`config.mk`:
```
export PLATFORM = sky130hd
export DESIGN_NAME = jstk_spi_reader_flat
export DESIGN_NICKNAME = d
export VERILOG_FILES = /design/src/rtl/jstk_spi_reader_pkg.sv /design/src/rtl/jstk_spi_reader_if.sv /design/src/rtl/jstk_spi_reader_shifter.sv /design/src/rtl/jstk_spi_reader.sv /design/src/flat_wrapper.sv
export SDC_FILE = /design/constraint.sdc
export NUM_CORES = 1
export LEC_CHECK = 0
export BUFFER_PORTS_ARGS = -buffer_cell sky130_fd_sc_hd__buf_2
export CORE_MARGIN = 4
export CORE_UTILIZATION = 30
export CTS_CLUSTER_DIAMETER = 120
export DETAILED_ROUTE_END_ITERATION = 16
export GPL_TIMING_DRIVEN = 0
export SLEW_MARGIN = 5
export SYNTH_ARGS = -nofsm -noshare
export SYNTH_HDL_FRONTEND = slang
export SYNTH_SLANG_ARGS = --single-unit
```
`constraint.sdc`:
```
create_clock -name clk -period 6.07 [get_ports clk]
set_clock_uncertainty 0.2 [all_clocks]
set_input_delay 1.214 -clock clk [delete_from_list [all_inputs] [get_ports clk]]
set_output_delay 1.214 -clock clk [all_outputs]
set_load 0.1 [all_outputs]
```
`src/rtl/jstk_spi_reader_pkg.sv`:
```
// Shared constants for the PmodJSTK reader: FSM encoding,
// command framing and the mapping of received slots onto fields.
package jstk_pkg;

   localparam logic [2:0] ST_IDLE  = 3'd0;
   localparam logic [2:0] ST_SETUP = 3'd1;
   localparam logic [2:0] ST_SHIFT = 3'd2;
   localparam logic [2:0] ST_GAP   = 3'd3;
   localparam logic [2:0] ST_DONE  = 3'd4;

   localparam logic [5:0] CMD_PREFIX = 6'b100000;
   localparam int NUM_BYTES = 5;

   localparam int X_LO_SLOT = 0;
   localparam int X_HI_SLOT = 1;
   localparam int Y_LO_SLOT = 2;
   localparam int Y_HI_SLOT = 3;
   localparam int BTN_SLOT  = 4;

   function automatic logic [7:0] tx_byte(
      input logic [2:0] idx,
      input logic [1:0] led
   );
      return (idx == 3'd0) ? {CMD_PREFIX, led} : 8'h00;
   endfunction

endpackage

```
`src/rtl/jstk_spi_reader_if.sv`:
```
// SPI bus between the joystick reader (master) and the PmodJSTK.
interface jstk_spi_reader_if;

   logic ss;
   logic sclk;
   logic mosi;
   logic miso;

   modport master (output ss, output sclk, output mosi, input miso);
   modport slave  (input ss, input sclk, input mosi, output miso);

endinterface

```
`src/rtl/jstk_spi_reader_shifter.sv`:
```
// Single-byte SPI mode-0 engine: MSB first, sclk low then high
// for HALF_DIV cycles each, miso taken on the sclk rising cycle.
module spi_byte_shifter #(
   parameter int HALF_DIV = 750
) (
   input  logic       clk,
   input  logic       rst,
   input  logic       load_i,
   input  logic [7:0] tx_i,
   input  logic       miso_i,
   output logic       sclk_o,
   output logic       mosi_o,
   output logic [7:0] rx_o,
   output logic       done_o
);

   localparam logic [15:0] HALF = 16'(HALF_DIV);
   localparam logic [15:0] LAST = 16'(2 * HALF_DIV - 1);

   logic        act_q, act_d;
   logic [2:0]  bit_q, bit_d;
   logic [15:0] cnt_q, cnt_d;
   logic [7:0]  sh_q, sh_d;
   logic [7:0]  rx_q, rx_d;
   logic        rise, last;

   assign rise = act_q && (cnt_q == HALF);
   assign last = act_q && (cnt_q == LAST);

   always_comb begin
      act_d = act_q;
      bit_d = bit_q;
      cnt_d = cnt_q;
      sh_d  = sh_q;
      rx_d  = rx_q;
      if (load_i) begin
         act_d = 1'b1;
         bit_d = 3'd0;
         cnt_d = 16'd0;
         sh_d  = tx_i;
      end else if (act_q) begin
         if (rise) rx_d = {rx_q[6:0], miso_i};
         if (last) begin
            cnt_d = 16'd0;
            if (bit_q == 3'd7) begin
               act_d = 1'b0;
            end else begin
               bit_d = bit_q + 3'd1;
               sh_d  = {sh_q[6:0], 1'b0};
            end
         end else begin
            cnt_d = cnt_q + 16'd1;
         end
      end
   end

   always_ff @(posedge clk or negedge rst) begin
      if (!rst) begin
         act_q <= 1'b0;
         bit_q <= 3'd0;
         cnt_q <= 16'd0;
         sh_q  <= 8'h00;
         rx_q  <= 8'h00;
      end else begin
         act_q <= act_d;
         bit_q <= bit_d;
         cnt_q <= cnt_d;
         sh_q  <= sh_d;
         rx_q  <= rx_d;
      end
   end

   assign sclk_o = act_q && (cnt_q >= HALF);
   assign mosi_o = act_q & sh_q[7];
   assign rx_o   = rx_q;
   assign done_o = last && (bit_q == 3'd7);

endmodule

```
`src/rtl/jstk_spi_reader.sv`:
```
// PmodJSTK reader: one 5-byte SPI transaction per sample_clk rise,
// publishing X/Y/buttons with a one-cycle data_valid pulse.
module jstk_spi_reader
   import jstk_pkg::*;
#(
   parameter int HALF_DIV  = 750,
   parameter int SS_DELAY  = 1500,
   parameter int GAP_DELAY = 1000
) (
   input  logic                      clk,
   input  logic                      rst,
   input  logic                      sample_clk,
   input  logic [1:0]                led,
   jstk_spi_reader_if.master         spi,
   output logic [9:0]                x_pos,
   output logic [9:0]                y_pos,
   output logic [2:0]                buttons,
   output logic                      data_valid,
   output logic                      busy
);

   localparam logic [15:0] SS_LAST  = 16'(SS_DELAY - 1);
   localparam logic [15:0] GAP_LAST = 16'(GAP_DELAY - 1);
   localparam logic [2:0]  IDX_LAST = 3'(NUM_BYTES - 1);

   logic [2:0]  st_q, st_d;
   logic [15:0] cnt_q, cnt_d;
   logic [2:0]  idx_q, idx_d;
   logic [1:0]  led_q, led_d;
   logic        sc_q;
   logic        ss_q, ss_d;
   logic        busy_q, busy_d;
   logic        dv_q, dv_d;
   logic [9:0]  x_q, x_d;
   logic [9:0]  y_q, y_d;
   logic [2:0]  btn_q, btn_d;
   logic [NUM_BYTES-2:0][7:0] slot_q, slot_d;

   logic        load;
   logic [7:0]  tx;
   logic [7:0]  rx;
   logic        sh_done;

   spi_byte_shifter #(
      .HALF_DIV (HALF_DIV)
   ) u_shifter (
      .clk    (clk),
      .rst    (rst),
      .load_i (load),
      .tx_i   (tx),
      .miso_i (spi.miso),
      .sclk_o (spi.sclk),
      .mosi_o (spi.mosi),
      .rx_o   (rx),
      .done_o (sh_done)
   );

   always_comb begin
      st_d   = st_q;
      cnt_d  = cnt_q;
      idx_d  = idx_q;
      led_d  = led_q;
      ss_d   = ss_q;
      busy_d = busy_q;
      dv_d   = 1'b0;
      x_d    = x_q;
      y_d    = y_q;
      btn_d  = btn_q;
      slot_d = slot_q;
      load   = 1'b0;
      tx     = 8'h00;
      unique case (st_q)
         ST_IDLE: begin
            // rises arriving in any other state are simply dropped
            if (sample_clk && !sc_q) begin
               st_d   = ST_SETUP;
               cnt_d  = 16'd0;
               idx_d  = 3'd0;
               led_d  = led;
               ss_d   = 1'b0;
               busy_d = 1'b1;
            end
         end
         ST_SETUP: begin
            if (cnt_q == SS_LAST) begin
               cnt_d = 16'd0;
               load  = 1'b1;
               tx    = tx_byte(idx_q, led_q);
               st_d  = ST_SHIFT;
            end else begin
               cnt_d = cnt_q + 16'd1;
            end
         end
         ST_SHIFT: begin
            if (sh_done) begin
               if (idx_q == IDX_LAST) begin
                  st_d  = ST_DONE;
                  ss_d  = 1'b1;
                  dv_d  = 1'b1;
                  x_d   = {slot_q[X_HI_SLOT][1:0], slot_q[X_LO_SLOT]};
                  y_d   = {slot_q[Y_HI_SLOT][1:0], slot_q[Y_LO_SLOT]};
                  btn_d = rx[2:0];
               end else begin
                  slot_d[idx_q[1:0]] = rx;
                  st_d = ST_GAP;
               end
            end
         end
         ST_GAP: begin
            if (cnt_q == GAP_LAST) begin
               cnt_d = 16'd0;
               idx_d = idx_q + 3'd1;
               load  = 1'b1;
               tx    = tx_byte(idx_q + 3'd1, led_q);
               st_d  = ST_SHIFT;
            end else begin
               cnt_d = cnt_q + 16'd1;
            end
         end
         ST_DONE: begin
            st_d   = ST_IDLE;
            busy_d = 1'b0;
         end
         default: begin
            st_d = ST_IDLE;
         end
      endcase
   end

   always_ff @(posedge clk or negedge rst) begin
      if (!rst) begin
         st_q   <= ST_IDLE;
         cnt_q  <= 16'd0;
         idx_q  <= 3'd0;
         led_q  <= 2'b00;
         sc_q   <= 1'b0;
         ss_q   <= 1'b1;
         busy_q <= 1'b0;
         dv_q   <= 1'b0;
         x_q    <= 10'd0;
         y_q    <= 10'd0;
         btn_q  <= 3'd0;
         slot_q <= '0;
      end else begin
         st_q   <= st_d;
         cnt_q  <= cnt_d;
         idx_q  <= idx_d;
         led_q  <= led_d;
         sc_q   <= sample_clk;
         ss_q   <= ss_d;
         busy_q <= busy_d;
         dv_q   <= dv_d;
         x_q    <= x_d;
         y_q    <= y_d;
         btn_q  <= btn_d;
         slot_q <= slot_d;
      end
   end

   assign spi.ss     = ss_q;
   assign x_pos      = x_q;
   assign y_pos      = y_q;
   assign buttons    = btn_q;
   assign data_valid = dv_q;
   assign busy       = busy_q;

endmodule

```
`src/flat_wrapper.sv`:
```
// flat-port wrapper written by rule: the top's interface ports become plain ports
module jstk_spi_reader_flat import jstk_pkg::*;
#(
   parameter int HALF_DIV  = 750,
   parameter int SS_DELAY  = 1500,
   parameter int GAP_DELAY = 1000
)
  (clk, rst, sample_clk, led, x_pos, y_pos, buttons, data_valid, busy, spi_ss, spi_sclk, spi_mosi, spi_miso);
  jstk_spi_reader_if spi_i ();
  input  logic clk;
  input  logic rst;
  input  logic sample_clk;
  input  logic [1:0] led;
  output logic [9:0] x_pos;
  output logic [9:0] y_pos;
  output logic [2:0] buttons;
  output logic data_valid;
  output logic busy;
  output wire logic [$bits(spi_i.ss)-1:0] spi_ss;
  output wire logic [$bits(spi_i.sclk)-1:0] spi_sclk;
  output wire logic [$bits(spi_i.mosi)-1:0] spi_mosi;
  input wire logic [$bits(spi_i.miso)-1:0] spi_miso;
  assign spi_ss = spi_i.ss;
  assign spi_sclk = spi_i.sclk;
  assign spi_mosi = spi_i.mosi;
  assign spi_i.miso = spi_miso;
  jstk_spi_reader #(.HALF_DIV(HALF_DIV), .SS_DELAY(SS_DELAY), .GAP_DELAY(GAP_DELAY)) u_core (.clk(clk), .rst(rst), .sample_clk(sample_clk), .led(led), .spi(spi_i), .x_pos(x_pos), .y_pos(y_pos), .buttons(buttons), .data_valid(data_valid), .busy(busy));
endmodule
```
==> results by group <==
Timing
  – Slew @ Worst Pin: between 0.7 and 0.8 ns
  – Achievable Freq: between 200 and 300 MHz
  – # setup viols final: 0
  – RSZ-0062 raised after global routing: no
  – Fin crit period: around 3.7 ns
  – Final hold violations: 0
  – Setup TNS: 0 ns
  – Slew headroom: 0.492
  – Fin. max-slew vios: 0
  – Fin crit share: 0.617
  – Hold Slack: 0.289 ns

Yosys
  – Ys flop type: dfrtp_1
  – Synth Register Bits: between 100 and 150
  – Gate Count Post-Synth: 447
  – Post-Syn Nets: 463
  – Sequential area share after synthesis: 0.528
  – Asr flop ratio synth: 1.00
  – Synth Cell Area: about 0.005 mm2
  – Synth top area share: 0.523
  – Unique cell type count in the Yosys netlist: 58
  – Dominant cell type by area after synthesis: dfrtp_1
  – Area contributors post-synth: dfrtp_1 (52%), mux2_2 (8.9%), nand2_1 (3.3%)
  – Ys Warns: 0
  – Post-synth EDFFs: 0
  – Avg Cell Area, Syn: 11.3 um2

Setup path
  – Crit path cell chain: or4_1 -> nor3_1 -> nand4_1 -> nand2_1 -> buf_2
  – Worst Path Required: 4.66 ns
  – CP Data Arrival Time: 2.33 ns
  – Worst Path Max Fanout: 6
  – Crit Path Category: flip-flop to output port
  – CP Launch Type: flip-flop
  – Buf+Inv Stages, Crit Path: 1
  – Slowest stage delay, CP: ~0.55 ns
  – Top Family by Delay on Critical Path: simple AND/OR/NAND/NOR gates
  – CP max stage cell: or4_1
  – CP Capture Type: output port

Global route
  – Total Routing Usage GR: 0.114
  – Antenna violations before repair: 0
  – Largest net degree at the start of global routing: 58
  – Vias in the first global route: 3529
  – First-pass GRT wire length: 18100 um
  – GRT Residual Overflow: 0

Placement
  – Port bufs: 33
  – DP HPWL: 7540 um
  – Routability cong.: 0.774

Power
  – Clock Power Share: 0.398
  – Combinational power share: 0.103
  – Static leakage: ~2.8 nW
  – Design internal power: 1.13 mW
  – Max VDD drop: approximately 0.15 mV
  – Flop pwr share: 0.500
  – PwrDens: between 200 and 300 mW/mm2
  – Tot Pwr: 1.53 mW
  – Sw Ratio: 0.257
  – Net Switching: around 0.39 mW

Drt
  – DR pass1 iterations: 4
  – Post-Route WL: 10500 um
  – Post-DR wirelength/cell: 14.7 um
  – Antenna viol nets, final: 0
  – Via Count: approximately 3500
  – DRC violations left: 0
  – DRT iter0 DRCs: slightly above 200
  – Vias/cell: just under 5

Status
  – Status: completed

Cells and area
  – # nets final: 508
  – Highest-count cells in the layout ignoring fill and taps: dfrtp_1 (106), nand2_1 (44), mux2_2 (40), nor2_1 (36), buf_2 (36)
  – Register area: 0.00268 mm2
  – Area growth syn-to-layout: 15.4%
  – Commonest non-fill, non-tap cell in the layout: dfrtp_1
  – Area of the multi-input gates: 0.00229 mm2
  – Share of layout cells above drive strength 1: 0.240
  – FILL cells: 1660
  – Antenna Cells: 0

Clock network
  – PostCTS Resize Cnt: 0
  – Worst-Skew Late Latency: 0.36 ns
  – Sink Count: 107
  – Clock-pin slew on the worst setup and hold paths: 0.07 ns
  – CTS H-tree lvls: 3
  – TritonCTS clock tree: yes
  – Postcts setup bufs: 0
  – Post-CTS Hold Fix Bufs: 0
  – CTS buffer count: 9
  – Clock tree buffer depth: 2
  – Root buf cell: clkbuf_16

Job
  – MaxCap Viol Count: 0

Floorplanning
  – Initial Util: 0.306
  – Die ar.: 0.0191 mm2
  – # IOs: 34
  – Core ar.: approximately 0.017 mm2
  – DIE WIDTH: roughly 140 um
  – Num rows: 47
  – Die Ht: 138 um

Min path
  – Hold Path Class: flip-flop to flip-flop
==> routing by layer <==
metal  track usage  up-vias  routed length, um
li1              -     1675                  -
met1         0.147     1740               4850
met2         0.191       49               5230
met3        0.0262       12                270
met4        0.0374        0                154
met5             0        -                  0
==> cell families (layout without fill, tap and decap cells) <==
group	after synthesis	count (layout)	share of synthesized area
muxes	53	53	0.124
adders and majority gates	10	10	0.0247
and+or+nand+nor	181	181	0.199
DFF	107	107	0.528
AOI/OAI and AO/OA	47	47	0.0607
xor gates and xnor gates	25	25	0.0432
buffers and inverters	24	73	0.0210
==> state kept, by name (all words and copies together) (netlist names), 2 cells and up <==
| signal | flops |
|---|---|
| u_core.st_q | 3 |
| u_core.idx_q | 3 |
| u_core.u_shifter.rx_o | 8 |
| u_core.u_shifter.bit_q | 3 |
| u_core.cnt_q | 16 |
| u_core.slot_q | 20 |
| u_core.y_pos | 10 |
| u_core.x_pos | 10 |
| u_core.u_shifter.cnt_q | 16 |
| u_core.led_q | 2 |
| u_core.u_shifter.sh_q | 8 |
| u_core.buttons | 3 |
==> cell usage after synthesis, types with 5 or more instances <==
library cell / instances
dfrtp_1: 106
nand2_1: 44
mux2_2: 40
nor2_1: 36
nand3_1: 27
nor3_1: 15
o21ai_0: 15
xnor2_1: 13
xor2_1: 12
ha_1: 10
inv_1: 10
nand4_1: 9
clkbuf_1: 8
mux2_4: 8
a21oi_1: 7
and3_1: 5
mux2_1: 5
or3_1: 5
==> worst register-to-register path, stage by stage, from the launching register on <==
cell,delay (ns)
dfrtp_1,0.43
ha_1,0.27
nand4_1,0.16
nand4b_2,0.45
nor4_4,0.46
buf_2,0.36
mux2_2,0.37
==> area by class of cell <==
type / count / share of cell area
multi-input combinational: 316 / 0.391
buffer: 14 / 0.0118
clock inverter: 4 / 0.00962
inverter: 10 / 0.00641
clock buffer: 11 / 0.0432
sequential: 107 / 0.458
tap: 220 / 0.0470
timing repair buffer: 34 / 0.0334
==> final timing paths <==
kind	to	slack, ns	startpoint	depth (start not counted)
max	spi_sclk	2.33	u_core.u_shifter.cnt_q[12]$_DFFE_PN0P_	5
min	u_core.x_pos[2]$_DFFE_PN0P_	0.29	u_core.slot_q[2]$_DFFE_PN0P_	1
max reg2reg	u_core.buttons[1]$_DFFE_PN0P_	3.27	u_core.u_shifter.cnt_q[1]$_DFFE_PN0P_	6
min reg2reg	u_core.x_pos[2]$_DFFE_PN0P_	0.29	u_core.slot_q[2]$_DFFE_PN0P_	1
max in group asynchronous	u_core.spi.ss$_DFFE_PN1P_	4.20	rst	2
min in group asynchronous	u_core.slot_q[22]$_DFFE_PN0P_	0.73	rst	1
==> power groups by stage <==
| stage | Clock, mW | Sequential, mW | Combinational [mW] |
|---|---|---|---|
| global placement | 0 | 0.774 | 0.151 |
| floorplan | 0 | 0.769 | 0.109 |
| CTS | 0.627 | 0.762 | 0.159 |
| global route | 0.656 | 0.766 | 0.175 |
| detailed placement | 0 | 0.776 | 0.159 |
| finish | 0.606 | 0.762 | 0.157 |
==> through the flow <==
stage	worst slack, ns	utilization	instances	instance area, um2
after floorplan	2.78	-	447	5070
after detailed placement	2.73	0.334	701	5540
final	2.33	0.353	716	5850
after global routing	2.29	0.353	716	5850
after CTS	2.33	0.353	716	5850
after global placement	2.38	0.332	700	5510
No activity file was read; power rests on OpenSTA's default activity.
